`config.mk`:
```
export PLATFORM = sky130hd
export DESIGN_NAME = alu_op_issue
export DESIGN_NICKNAME = d
export VERILOG_FILES = /design/src/rtl/alu_pkg.sv /design/src/rtl/alu_ctl_decode.sv /design/src/rtl/alu_op_issue.sv
export SDC_FILE = /design/constraint.sdc
export NUM_CORES = 1
export LEC_CHECK = 0
export ABC_AREA = 1
export BUFFER_PORTS_ARGS = -buffer_cell sky130_fd_sc_hd__buf_4
export CAP_MARGIN = 20
export CORE_ASPECT_RATIO = 1.2
export CORE_UTILIZATION = 55
export DETAILED_ROUTE_END_ITERATION = 12
export GPL_ROUTABILITY_DRIVEN = 0
export PLACE_DENSITY = 0.9
export SLEW_MARGIN = 20
export SYNTH_ARGS = -nofsm -noshare
export SYNTH_HDL_FRONTEND = slang
export SYNTH_HIERARCHICAL = 1
export SYNTH_SLANG_ARGS = --single-unit
```
`constraint.sdc`:
```
create_clock -name clk -period 2.77 [get_ports clk]
set_clock_uncertainty 0.1 [all_clocks]
set_input_delay 0.554 -clock clk [delete_from_list [all_inputs] [get_ports clk]]
set_output_delay 0.554 -clock clk [all_outputs]
set_load 0.02 [all_outputs]
```
`src/rtl/alu_pkg.sv`:
```
// Shared definitions for the RV32I ALU control path: ALU codes, opcode
// constants and the packed issue-field bundle handed to the execute stage.
package alu_pkg;

  // ALU control codes
  localparam logic [3:0] ALU_ADD   = 4'b0000;
  localparam logic [3:0] ALU_SUB   = 4'b0001;
  localparam logic [3:0] ALU_AND   = 4'b0010;
  localparam logic [3:0] ALU_OR    = 4'b0011;
  localparam logic [3:0] ALU_XOR   = 4'b0100;
  localparam logic [3:0] ALU_SLT   = 4'b0101;
  localparam logic [3:0] ALU_SLTU  = 4'b0110;
  localparam logic [3:0] ALU_SLL   = 4'b0111;
  localparam logic [3:0] ALU_SRL   = 4'b1000;
  localparam logic [3:0] ALU_SRA   = 4'b1001;
  localparam logic [3:0] ALU_LUI   = 4'b1010;
  localparam logic [3:0] ALU_AUIPC = 4'b1011;

  // RV32I major opcodes (instr[6:0])
  localparam logic [6:0] OPC_OP     = 7'b0110011;
  localparam logic [6:0] OPC_OP_IMM = 7'b0010011;
  localparam logic [6:0] OPC_LOAD   = 7'b0000011;
  localparam logic [6:0] OPC_STORE  = 7'b0100011;
  localparam logic [6:0] OPC_JALR   = 7'b1100111;
  localparam logic [6:0] OPC_JAL    = 7'b1101111;
  localparam logic [6:0] OPC_LUI    = 7'b0110111;
  localparam logic [6:0] OPC_AUIPC  = 7'b0010111;
  localparam logic [6:0] OPC_BRANCH = 7'b1100011;

  // Fields presented to execute alongside the tag
  typedef struct packed {
    logic [3:0] alu_ctl;
    logic       invert;
    logic       a_sel_pc;
    logic       b_sel_imm;
    logic       is_branch;
    logic       br_on_zero;
    logic       illegal;
  } issue_fields_t;

  // Canonical encoding for an unsupported instruction: ADD, no flags, illegal set
  function automatic issue_fields_t illegal_fields();
    issue_fields_t f;
    f         = '0;
    f.alu_ctl = ALU_ADD;
    f.illegal = 1'b1;
    return f;
  endfunction

endpackage

```
`src/rtl/alu_ctl_decode.sv`:
```
// Purely combinational decode of opcode/funct3/funct7[5] into the issue
// field bundle. Any unsupported encoding collapses to illegal_fields().
module alu_ctl_decode
  import alu_pkg::*;
(
  input  logic [6:0]    opcode,
  input  logic [2:0]    funct3,
  input  logic          funct7b5,
  output issue_fields_t fields
);

  issue_fields_t dec_s;
  logic          bad_s;

  // Map each supported opcode/funct3 combination to its ALU code and flags
  always_comb begin
    dec_s         = '0;
    dec_s.alu_ctl = ALU_ADD;
    bad_s         = 1'b0;
    case (opcode)
      OPC_OP: begin
        case (funct3)
          3'b000:  dec_s.alu_ctl = funct7b5 ? ALU_SUB : ALU_ADD;
          3'b001:  dec_s.alu_ctl = ALU_SLL;
          3'b010:  dec_s.alu_ctl = ALU_SLT;
          3'b011:  dec_s.alu_ctl = ALU_SLTU;
          3'b100:  dec_s.alu_ctl = ALU_XOR;
          3'b101:  dec_s.alu_ctl = funct7b5 ? ALU_SRA : ALU_SRL;
          3'b110:  dec_s.alu_ctl = ALU_OR;
          3'b111:  dec_s.alu_ctl = ALU_AND;
          default: dec_s.alu_ctl = ALU_ADD;
        endcase
        // funct7[5] only selects SUB and SRA; anywhere else it is reserved
        if (funct7b5 && (funct3 != 3'b000) && (funct3 != 3'b101)) begin
          bad_s = 1'b1;
        end else begin
          bad_s = 1'b0;
        end
      end
      OPC_OP_IMM: begin
        dec_s.b_sel_imm = 1'b1;
        case (funct3)
          3'b000:  dec_s.alu_ctl = ALU_ADD;
          3'b001:  dec_s.alu_ctl = ALU_SLL;
          3'b010:  dec_s.alu_ctl = ALU_SLT;
          3'b011:  dec_s.alu_ctl = ALU_SLTU;
          3'b100:  dec_s.alu_ctl = ALU_XOR;
          3'b101:  dec_s.alu_ctl = funct7b5 ? ALU_SRA : ALU_SRL;
          3'b110:  dec_s.alu_ctl = ALU_OR;
          3'b111:  dec_s.alu_ctl = ALU_AND;
          default: dec_s.alu_ctl = ALU_ADD;
        endcase
        // SLLI with instr[30] set is not a valid shift encoding
        if (funct7b5 && (funct3 == 3'b001)) begin
          bad_s = 1'b1;
        end else begin
          bad_s = 1'b0;
        end
      end
      OPC_LOAD, OPC_STORE, OPC_JALR: begin
        dec_s.b_sel_imm = 1'b1;
      end
      OPC_JAL: begin
        dec_s.a_sel_pc  = 1'b1;
        dec_s.b_sel_imm = 1'b1;
      end
      OPC_LUI: begin
        dec_s.alu_ctl   = ALU_LUI;
        dec_s.b_sel_imm = 1'b1;
      end
      OPC_AUIPC: begin
        dec_s.alu_ctl   = ALU_AUIPC;
        dec_s.a_sel_pc  = 1'b1;
        dec_s.b_sel_imm = 1'b1;
      end
      OPC_BRANCH: begin
        dec_s.is_branch = 1'b1;
        case (funct3)
          3'b000: begin
            dec_s.alu_ctl    = ALU_SUB;
            dec_s.br_on_zero = 1'b1;
          end
          3'b001:  dec_s.alu_ctl = ALU_SUB;
          3'b100:  dec_s.alu_ctl = ALU_SLT;
          3'b101: begin
            dec_s.alu_ctl = ALU_SLT;
            dec_s.invert  = 1'b1;
          end
          3'b110:  dec_s.alu_ctl = ALU_SLTU;
          3'b111: begin
            dec_s.alu_ctl = ALU_SLTU;
            dec_s.invert  = 1'b1;
          end
          default: bad_s = 1'b1;
        endcase
      end
      default: bad_s = 1'b1;
    endcase
  end

  assign fields = bad_s ? illegal_fields() : dec_s;

endmodule

```
`src/rtl/alu_op_issue.sv`:
```
// Decode-to-execute issue stage: decodes the ALU control fields and holds
// them in a registered output stage with a valid/ready handshake on each side.
// Optional feature macro: ALU_OP_ISSUE_SKID_EN adds a one-entry skid buffer so
// in_ready is registered and full throughput survives backpressure. Without it
// a single output register is used and in_ready is !out_valid || out_ready.
module alu_op_issue
  import alu_pkg::*;
#(
  parameter int TAG_W = 32
) (
  input  logic             clk,
  input  logic             reset,
  input  logic             in_valid,
  output logic             in_ready,
  input  logic [6:0]       in_opcode,
  input  logic [2:0]       in_funct3,
  input  logic             in_funct7b5,
  input  logic [TAG_W-1:0] in_tag,
  output logic             out_valid,
  input  logic             out_ready,
  output logic [3:0]       out_alu_ctl,
  output logic             out_invert,
  output logic             out_a_sel_pc,
  output logic             out_b_sel_imm,
  output logic             out_is_branch,
  output logic             out_br_on_zero,
  output logic             out_illegal,
  output logic [TAG_W-1:0] out_tag
);

  issue_fields_t    dec_fields_s;
  issue_fields_t    main_fields_r;
  logic [TAG_W-1:0] main_tag_r;
  logic             main_valid_r;
  logic             in_fire_s;
  logic             out_fire_s;

  alu_ctl_decode u_decode (
    .opcode   (in_opcode),
    .funct3   (in_funct3),
    .funct7b5 (in_funct7b5),
    .fields   (dec_fields_s)
  );

  assign out_fire_s = main_valid_r && out_ready;
  assign in_fire_s  = in_valid && in_ready;

`ifdef ALU_OP_ISSUE_SKID_EN
  issue_fields_t    skid_fields_r;
  logic [TAG_W-1:0] skid_tag_r;
  logic             skid_valid_r;
  logic             in_ready_r;
  logic             skid_load_s;
  logic             skid_to_main_s;
  logic             main_load_s;

  assign in_ready = in_ready_r;

  // Steer the accepted input to main or skid, and refill main from skid when it drains
  always_comb begin
    skid_to_main_s = skid_valid_r && out_fire_s;
    skid_load_s    = in_fire_s && main_valid_r && !out_fire_s;
    main_load_s    = in_fire_s && !skid_load_s;
  end

  // Main/skid storage; ready is dropped for as long as the skid entry is occupied
  always_ff @(posedge clk) begin
    if (reset) begin
      main_fields_r <= '0;
      main_tag_r    <= '0;
      main_valid_r  <= 1'b0;
      skid_fields_r <= '0;
      skid_tag_r    <= '0;
      skid_valid_r  <= 1'b0;
      in_ready_r    <= 1'b0;
    end else begin
      if (skid_to_main_s) begin
        main_fields_r <= skid_fields_r;
        main_tag_r    <= skid_tag_r;
        main_valid_r  <= 1'b1;
      end else if (main_load_s) begin
        main_fields_r <= dec_fields_s;
        main_tag_r    <= in_tag;
        main_valid_r  <= 1'b1;
      end else if (out_fire_s) begin
        main_valid_r  <= 1'b0;
      end else begin
        main_valid_r  <= main_valid_r;
      end

      if (skid_load_s) begin
        skid_fields_r <= dec_fields_s;
        skid_tag_r    <= in_tag;
        skid_valid_r  <= 1'b1;
      end else if (skid_to_main_s) begin
        skid_valid_r  <= 1'b0;
      end else begin
        skid_valid_r  <= skid_valid_r;
      end

      in_ready_r <= !((skid_valid_r && !skid_to_main_s) || skid_load_s);
    end
  end
`else
  logic ready_en_r;

  assign in_ready = ready_en_r && (!main_valid_r || out_ready);

  // Single output register; ready_en_r holds in_ready low through reset
  always_ff @(posedge clk) begin
    if (reset) begin
      main_fields_r <= '0;
      main_tag_r    <= '0;
      main_valid_r  <= 1'b0;
      ready_en_r    <= 1'b0;
    end else begin
      ready_en_r <= 1'b1;
      if (in_fire_s) begin
        main_fields_r <= dec_fields_s;
        main_tag_r    <= in_tag;
        main_valid_r  <= 1'b1;
      end else if (out_fire_s) begin
        main_valid_r  <= 1'b0;
      end else begin
        main_valid_r  <= main_valid_r;
      end
    end
  end
`endif

  assign out_valid      = main_valid_r;
  assign out_alu_ctl    = main_fields_r.alu_ctl;
  assign out_invert     = main_fields_r.invert;
  assign out_a_sel_pc   = main_fields_r.a_sel_pc;
  assign out_b_sel_imm  = main_fields_r.b_sel_imm;
  assign out_is_branch  = main_fields_r.is_branch;
  assign out_br_on_zero = main_fields_r.br_on_zero;
  assign out_illegal    = main_fields_r.illegal;
  assign out_tag        = main_tag_r;

endmodule

```
==> results of run 1 <==
-- cell families (layout without fill, tap and decap cells) --
family	Yosys count	in the layout	synth area share [%]
AND/OR/NAND/NOR	225	225	39.99
buffers and inverters	167	243	25.14
flip-flops	44	44	32.47
AO/OA/AOI/OAI	11	11	2.399
-- cells in the final DEF (no fill, tap or decap), drive strengths merged --
master,n
nor3,3
o21ai,5
nand3,11
nand4,42
a31oi,1
o21bai,1
nor2,61
a21oi,3
clkbuf,6
nand3b,1
nand2,107
dfxtp,44
clkinv,2
inv,142
a21boi,1
buf,93
-- worst max-delay path by stage --
stage	endpoint	cells past startpoint	from	slack (ps)
5_1_grt	out_tag[31]	5	ready_en_r	700
3_5_place_dp	out_b_sel_imm	13	in_opcode[2]	750
6_report	in_ready	2	ready_en_r	790
3_3_place_gp	ready_en_r	2	reset	590
2_1_floorplan	in_ready	3	ready_en_r	940
4_1_cts	in_ready	2	ready_en_r	780
-- flip-flops by register name (all words and copies together), names as in the netlist --
name            count
out_tag            32
out_br_on_zero      1
ready_en_r          1
out_valid           1
out_is_branch       1
out_alu_ctl         4
out_invert          1
out_b_sel_imm       1
out_illegal         1
out_a_sel_pc        1
-- layout make-up --
class | instances | share of cell area [%]
clock inverters | 1 | 0.1465
repair buffers | 93 | 20.43
clock buffers | 6 | 2.124
multi-input cells | 236 | 33.65
well taps | 58 | 2.124
inverters | 143 | 15.75
flip-flops and latches | 44 | 25.78
-- metal layers --
metal | track usage [%] | vias to the layer above
met5 | 0 | -
met4 | 11.49 | 0
met3 | 4.885 | 12
met2 | 48.98 | 78
met1 | 27.16 | 1240
li1 | - | 1446
-- critical path: cells and delay by family, from the launching register on --
kind / cells / cell delay, ps
compound gates: 1 / 250
buf+inv: 1 / 170
flops: 1 / 620
-- metrics by stage --
step | utilization (%) | setup WS (ps) | total power, mW | cell area [µm²]
after floorplan | - | 941.4 | 0.9508 | 2713
after global placement | 71.60 | 586.0 | 1.086 | 3338
after CTS | 73.30 | 776.2 | 1.474 | 3417
after global routing | 73.30 | 696.8 | 1.542 | 3417
after detailed placement | 71.63 | 747.0 | 1.096 | 3339
final | 73.30 | 786.3 | 1.463 | 3417
-- power by group through the flow --
stage                     logic [mW]  clock network, mW  registers, mW
after floorplan                0.188                  0          0.763
after global placement         0.370                  0          0.716
after detailed placement       0.379                  0          0.717
after CTS                      0.381              0.390          0.703
after global routing           0.425              0.411          0.706
final                          0.380              0.380          0.703
==> impl_metrics.tcl, run 1 <==
set metrics [dict create \
    status "finished clean" \
    wl_um 6390 \
    tightest_slew_ps 576.0 \
    finalSetupTns_ps 0 \
    fillers 411 \
    pwr-share-clk_pct 26.0 \
    ys.warnings.count 6 \
    whs_ps 412.5 \
    setup_viol 0 \
    cts_resized 0 \
    synth_enable_flop_cells 0 \
    switching_share_pct 31.10 \
    drc 0 \
    rrSetupSlack_ps 830 \
    hpwl_um 4508 \
    drtIter0Drc 219 \
    overflow 0 \
    first_pass_iters 4 \
    hp-class "flip-flop to flip-flop" \
    async_flop_share_pct 0 \
    drive_gt1_share_pct 25.24 \
    grt_pass1_vias 2578 \
    grt_pass1_wl_um 10590 \
    clock.fmax_ghz 0.5041 \
    synth_commonest_cells "inv_1, nand2_1, nor2_1" \
    cp_slowest_stage_delay_ps 620 \
    synth_area_um2 2713 \
    clockBufferDepth 2 \
    p_int_mw 1.008 \
    multi_input_area_um2 1150 \
    cts_root_buffer "clkbuf_8" \
    die_h_um 78.93 \
    critical_path_arrival_ps 1330 \
    syn_inst 447 \
    ys_ff_latch 44 \
    synth_ff_type "dfxtp_1" \
    antenna_found_initial 0 \
    wl_met3_um 323 \
    ys_seq_area_share_pct 32.47 \
    yosysMostFrequentCell "inv_1" \
    drv_cap 0 \
    postSynthAreaPerCell_um2 6.068 \
    m1WireLength_um 2625 \
    area_growth_pct 25.97 \
    synth_top_cells_by_area "dfxtp_1, inv_1, nand2_1, nand4_1, nor2_1" \
    die_w_um 66.11 \
    peakVddDrop_mv 0.2863 \
    grt_max_degree 45 \
    coreArea_um2 4662 \
    grt_usage_pct 26.01 \
    hold_violations 0 \
    final.period_utilization_pct 71.62 \
    nNetsFinal 570 \
    vias_per_cell 4.778 \
    holdPathStages 4 \
    cts.htree.levels 2 \
    hold_start "out_tag[10]" \
    slew_viol_final 0 \
    wl_met2_um 3282 \
    syn_nets 494 \
    dieArea_um2 5218 \
    crit_chain "a21boi_0 -> buf_4" \
    synth_top_cell_area_share_pct 32.47 \
    cts_setup_buffers 0 \
    ys_types 28 \
    synth_top_area_cell "dfxtp_1" \
    wire_per_inst_um 11.00 \
    insertion_delay_ps 290 \
    vias 2776 \
    leakage_nw 2.023 \
    p_comb_share_pct 26.0 \
    slew_headroom_pct 61.56 \
    cts_sinks 44 \
    clk_pin_slew_ps 80 \
    cellPowerDensity_nw_per_um2 428.2 \
    initial_core_util_pct 58.19 \
    crit_required_ps 2120 \
    port-buffer-count 90 \
    r2r_end "out_a_sel_pc" \
    rr_worst_depth 5 \
    cts_hold_buffers 0 \
    regArea_um2 880.8 \
    worstReg2RegStart "ready_en_r" \
    power.switching_mw 0.4550 \
    numCtsBuffers 5 \
    antenna_cells 0 \
    slowest_stage "dfxtp_1" \
    routed.top_layer "met4" \
    rsz0062_at_grt "no" \
    startpoint_type "flip-flop" \
    end_kind "output port" \
    p_seq_share_pct 48.0 \
    path_max_fanout 13 \
    finalCriticalPeriod_ps 1984 \
    critPathKind "flip-flop to output port" \
    placed_cells 574 \
    ios 91 \
    fin_cells 581 \
    rows 27 \
    cts_tree "done" \
    hold_end "out_tag[10]" \
    drtAntennaViolNets 0 \
]
Power figures use the tool's default switching activity.
==> inputs of run 2 (changes only) <==
--- a/config.mk
+++ b/config.mk
@@ -9,10 +9,10 @@
 export BUFFER_PORTS_ARGS = -buffer_cell sky130_fd_sc_hd__buf_4
 export CAP_MARGIN = 20
 export CORE_ASPECT_RATIO = 1.2
-export CORE_UTILIZATION = 55
+export CORE_UTILIZATION = 46
 export DETAILED_ROUTE_END_ITERATION = 12
 export GPL_ROUTABILITY_DRIVEN = 0
-export PLACE_DENSITY = 0.9
+export PLACE_DENSITY = 0.81
 export SLEW_MARGIN = 20
 export SYNTH_ARGS = -nofsm -noshare
 export SYNTH_HDL_FRONTEND = slang
==> constraint.sdc (replaced) <==
create_clock -name clk -period 1.8 [get_ports clk]
set_clock_uncertainty 0.1 [all_clocks]
set_input_delay 0.36 -clock clk [delete_from_list [all_inputs] [get_ports clk]]
set_output_delay 0.36 -clock clk [all_outputs]
set_load 0.02 [all_outputs]
==> impl_metrics.tcl, run 2 (synthesis results as in run 1) <==
set metrics [dict create \
    fin_cells 607 \
    coreArea_um2 5668 \
    grt_pass1_wl_um 10250 \
    drive_gt1_share_pct 25.81 \
    layout_common_cells "inv_1, nand2_1, buf_4" \
    die_w_um 72.10 \
    grt_pass1_vias 2485 \
    antenna_found_initial 0 \
    critPathKind "flip-flop to output port" \
    hp-class "primary input to flip-flop" \
    drtAntennaViolNets 0 \
    wl_um 6119 \
    hpwl_um 4396 \
    switching_share_pct 30.24 \
    slew_headroom_pct 67.15 \
    cts_setup_buffers 0 \
    startpoint_type "flip-flop" \
    dieArea_um2 6209 \
    finalSetupTns_ps 0 \
    p_int_mw 1.600 \
    cp_slowest_stage_delay_ps 420 \
    vias_per_cell 4.433 \
    drv_cap 0 \
    clock.fmax_ghz 0.6248 \
    nNetsFinal 573 \
    power_mw 2.294 \
    crit_required_ps 1340 \
    worstReg2RegStart "out_valid" \
    ios 91 \
    cts_hold_buffers 0 \
    grt_max_degree 45 \
    final_common_cell "inv_1" \
    wire_per_inst_um 10.08 \
    cts_tree "done" \
    rows 30 \
    crit_chain "a21boi_0 -> buf_4" \
    tightest_slew_ps 492.7 \
    wl_met2_um 3196 \
    path_max_fanout 4 \
    vias 2691 \
    grt_usage_pct 20.38 \
    crit_start "ready_en_r" \
    routed.top_layer "met4" \
    cts.htree.levels 2 \
    largest_reg_flops 32 \
    clockBufferDepth 2 \
    rsz0062_at_grt "no" \
    placed_cells 599 \
    overflow 0 \
    p_comb_share_pct 25.8 \
    slew_viol_final 0 \
    area_growth_pct 28.78 \
    numCtsBuffers 5 \
    peakVddDrop_mv 0.2891 \
    port-buffer-count 90 \
    cellPowerDensity_nw_per_um2 656.7 \
    cts_sinks 44 \
    insertion_delay_ps 280 \
    setup_viol 0 \
    clk_pin_slew_ps 80 \
    critical_path_arrival_ps 1140 \
    first_pass_iters 4 \
    m1WireLength_um 2539 \
    finalCriticalPeriod_ps 1601 \
    hold_start "in_tag[26]" \
    drc 0 \
    whs_ps 288.7 \
    final.period_utilization_pct 88.92 \
    leakage_nw 2.049 \
    p_seq_share_pct 46.9 \
    power.switching_mw 0.6937 \
    drtIter0Drc 109 \
    antenna_cells 0 \
    status "finished clean" \
    slowest_stage "dfxtp_1" \
    hold_violations 0 \
    pwr-share-clk_pct 27.3 \
    die_h_um 86.12 \
    end_kind "output port" \
    initial_core_util_pct 47.86 \
    cts_resized 0 \
    cts_root_buffer "clkbuf_8" \
    wl_met3_um 308 \
]
==> run 2: layout make-up <==
type	instances	area, µm²
Sequential cell	44	880.8
Multi-Input combinational cell	236	1150
Inverter	143	536.8
Timing Repair Buffer	96	733.2
Clock inverter	2	10.01
Tap cell	80	100.1
Fill cell	525	2175
Clock buffer	6	82.58
==> run 2: through the flow <==
step / util (%) / worst slack, ps / cell area, µm²
global placement: 60.00 / 143.7 / 3401
global route: 61.63 / 122.9 / 3493
CTS: 61.63 / 179.9 / 3493
detailed placement: 60.00 / 87.90 / 3401
finish: 61.63 / 199.5 / 3493
floorplan: - / 165.4 / 2713
==> run 2: metal layers <==
layer,vias up,track usage [%]
li1,1447,-
met1,1172,22.07
met2,66,39.08
met3,6,3.290
met4,0,7.130
met5,-,0
==> run 2: path summary, 6_finish.rpt <==
check | cells past startpoint | slack, ps | to
worst max register to register | 5 | 440 | out_tag[11]
worst min register to register | 4 | 410 | out_tag[21]
worst max-delay path | 2 | 200 | in_ready
worst min-delay path | 5 | 290 | out_tag[26]
==> run 2: worst max-delay path: cells and delay by family (launching register included) <==
kind            cells  cell delay, ps
compound gates      1             250
buf+inv             1             190
flops               1             420
==> run 2: power groups by stage <==
stage / clock network, mW / registers [mW] / logic [mW]
6_report: 0.626 / 1.08 / 0.592
3_5_place_dp: 0 / 1.10 / 0.595
3_3_place_gp: 0 / 1.10 / 0.582
2_1_floorplan: 0 / 1.17 / 0.290
5_1_grt: 0.684 / 1.08 / 0.663
4_1_cts: 0.641 / 1.08 / 0.597
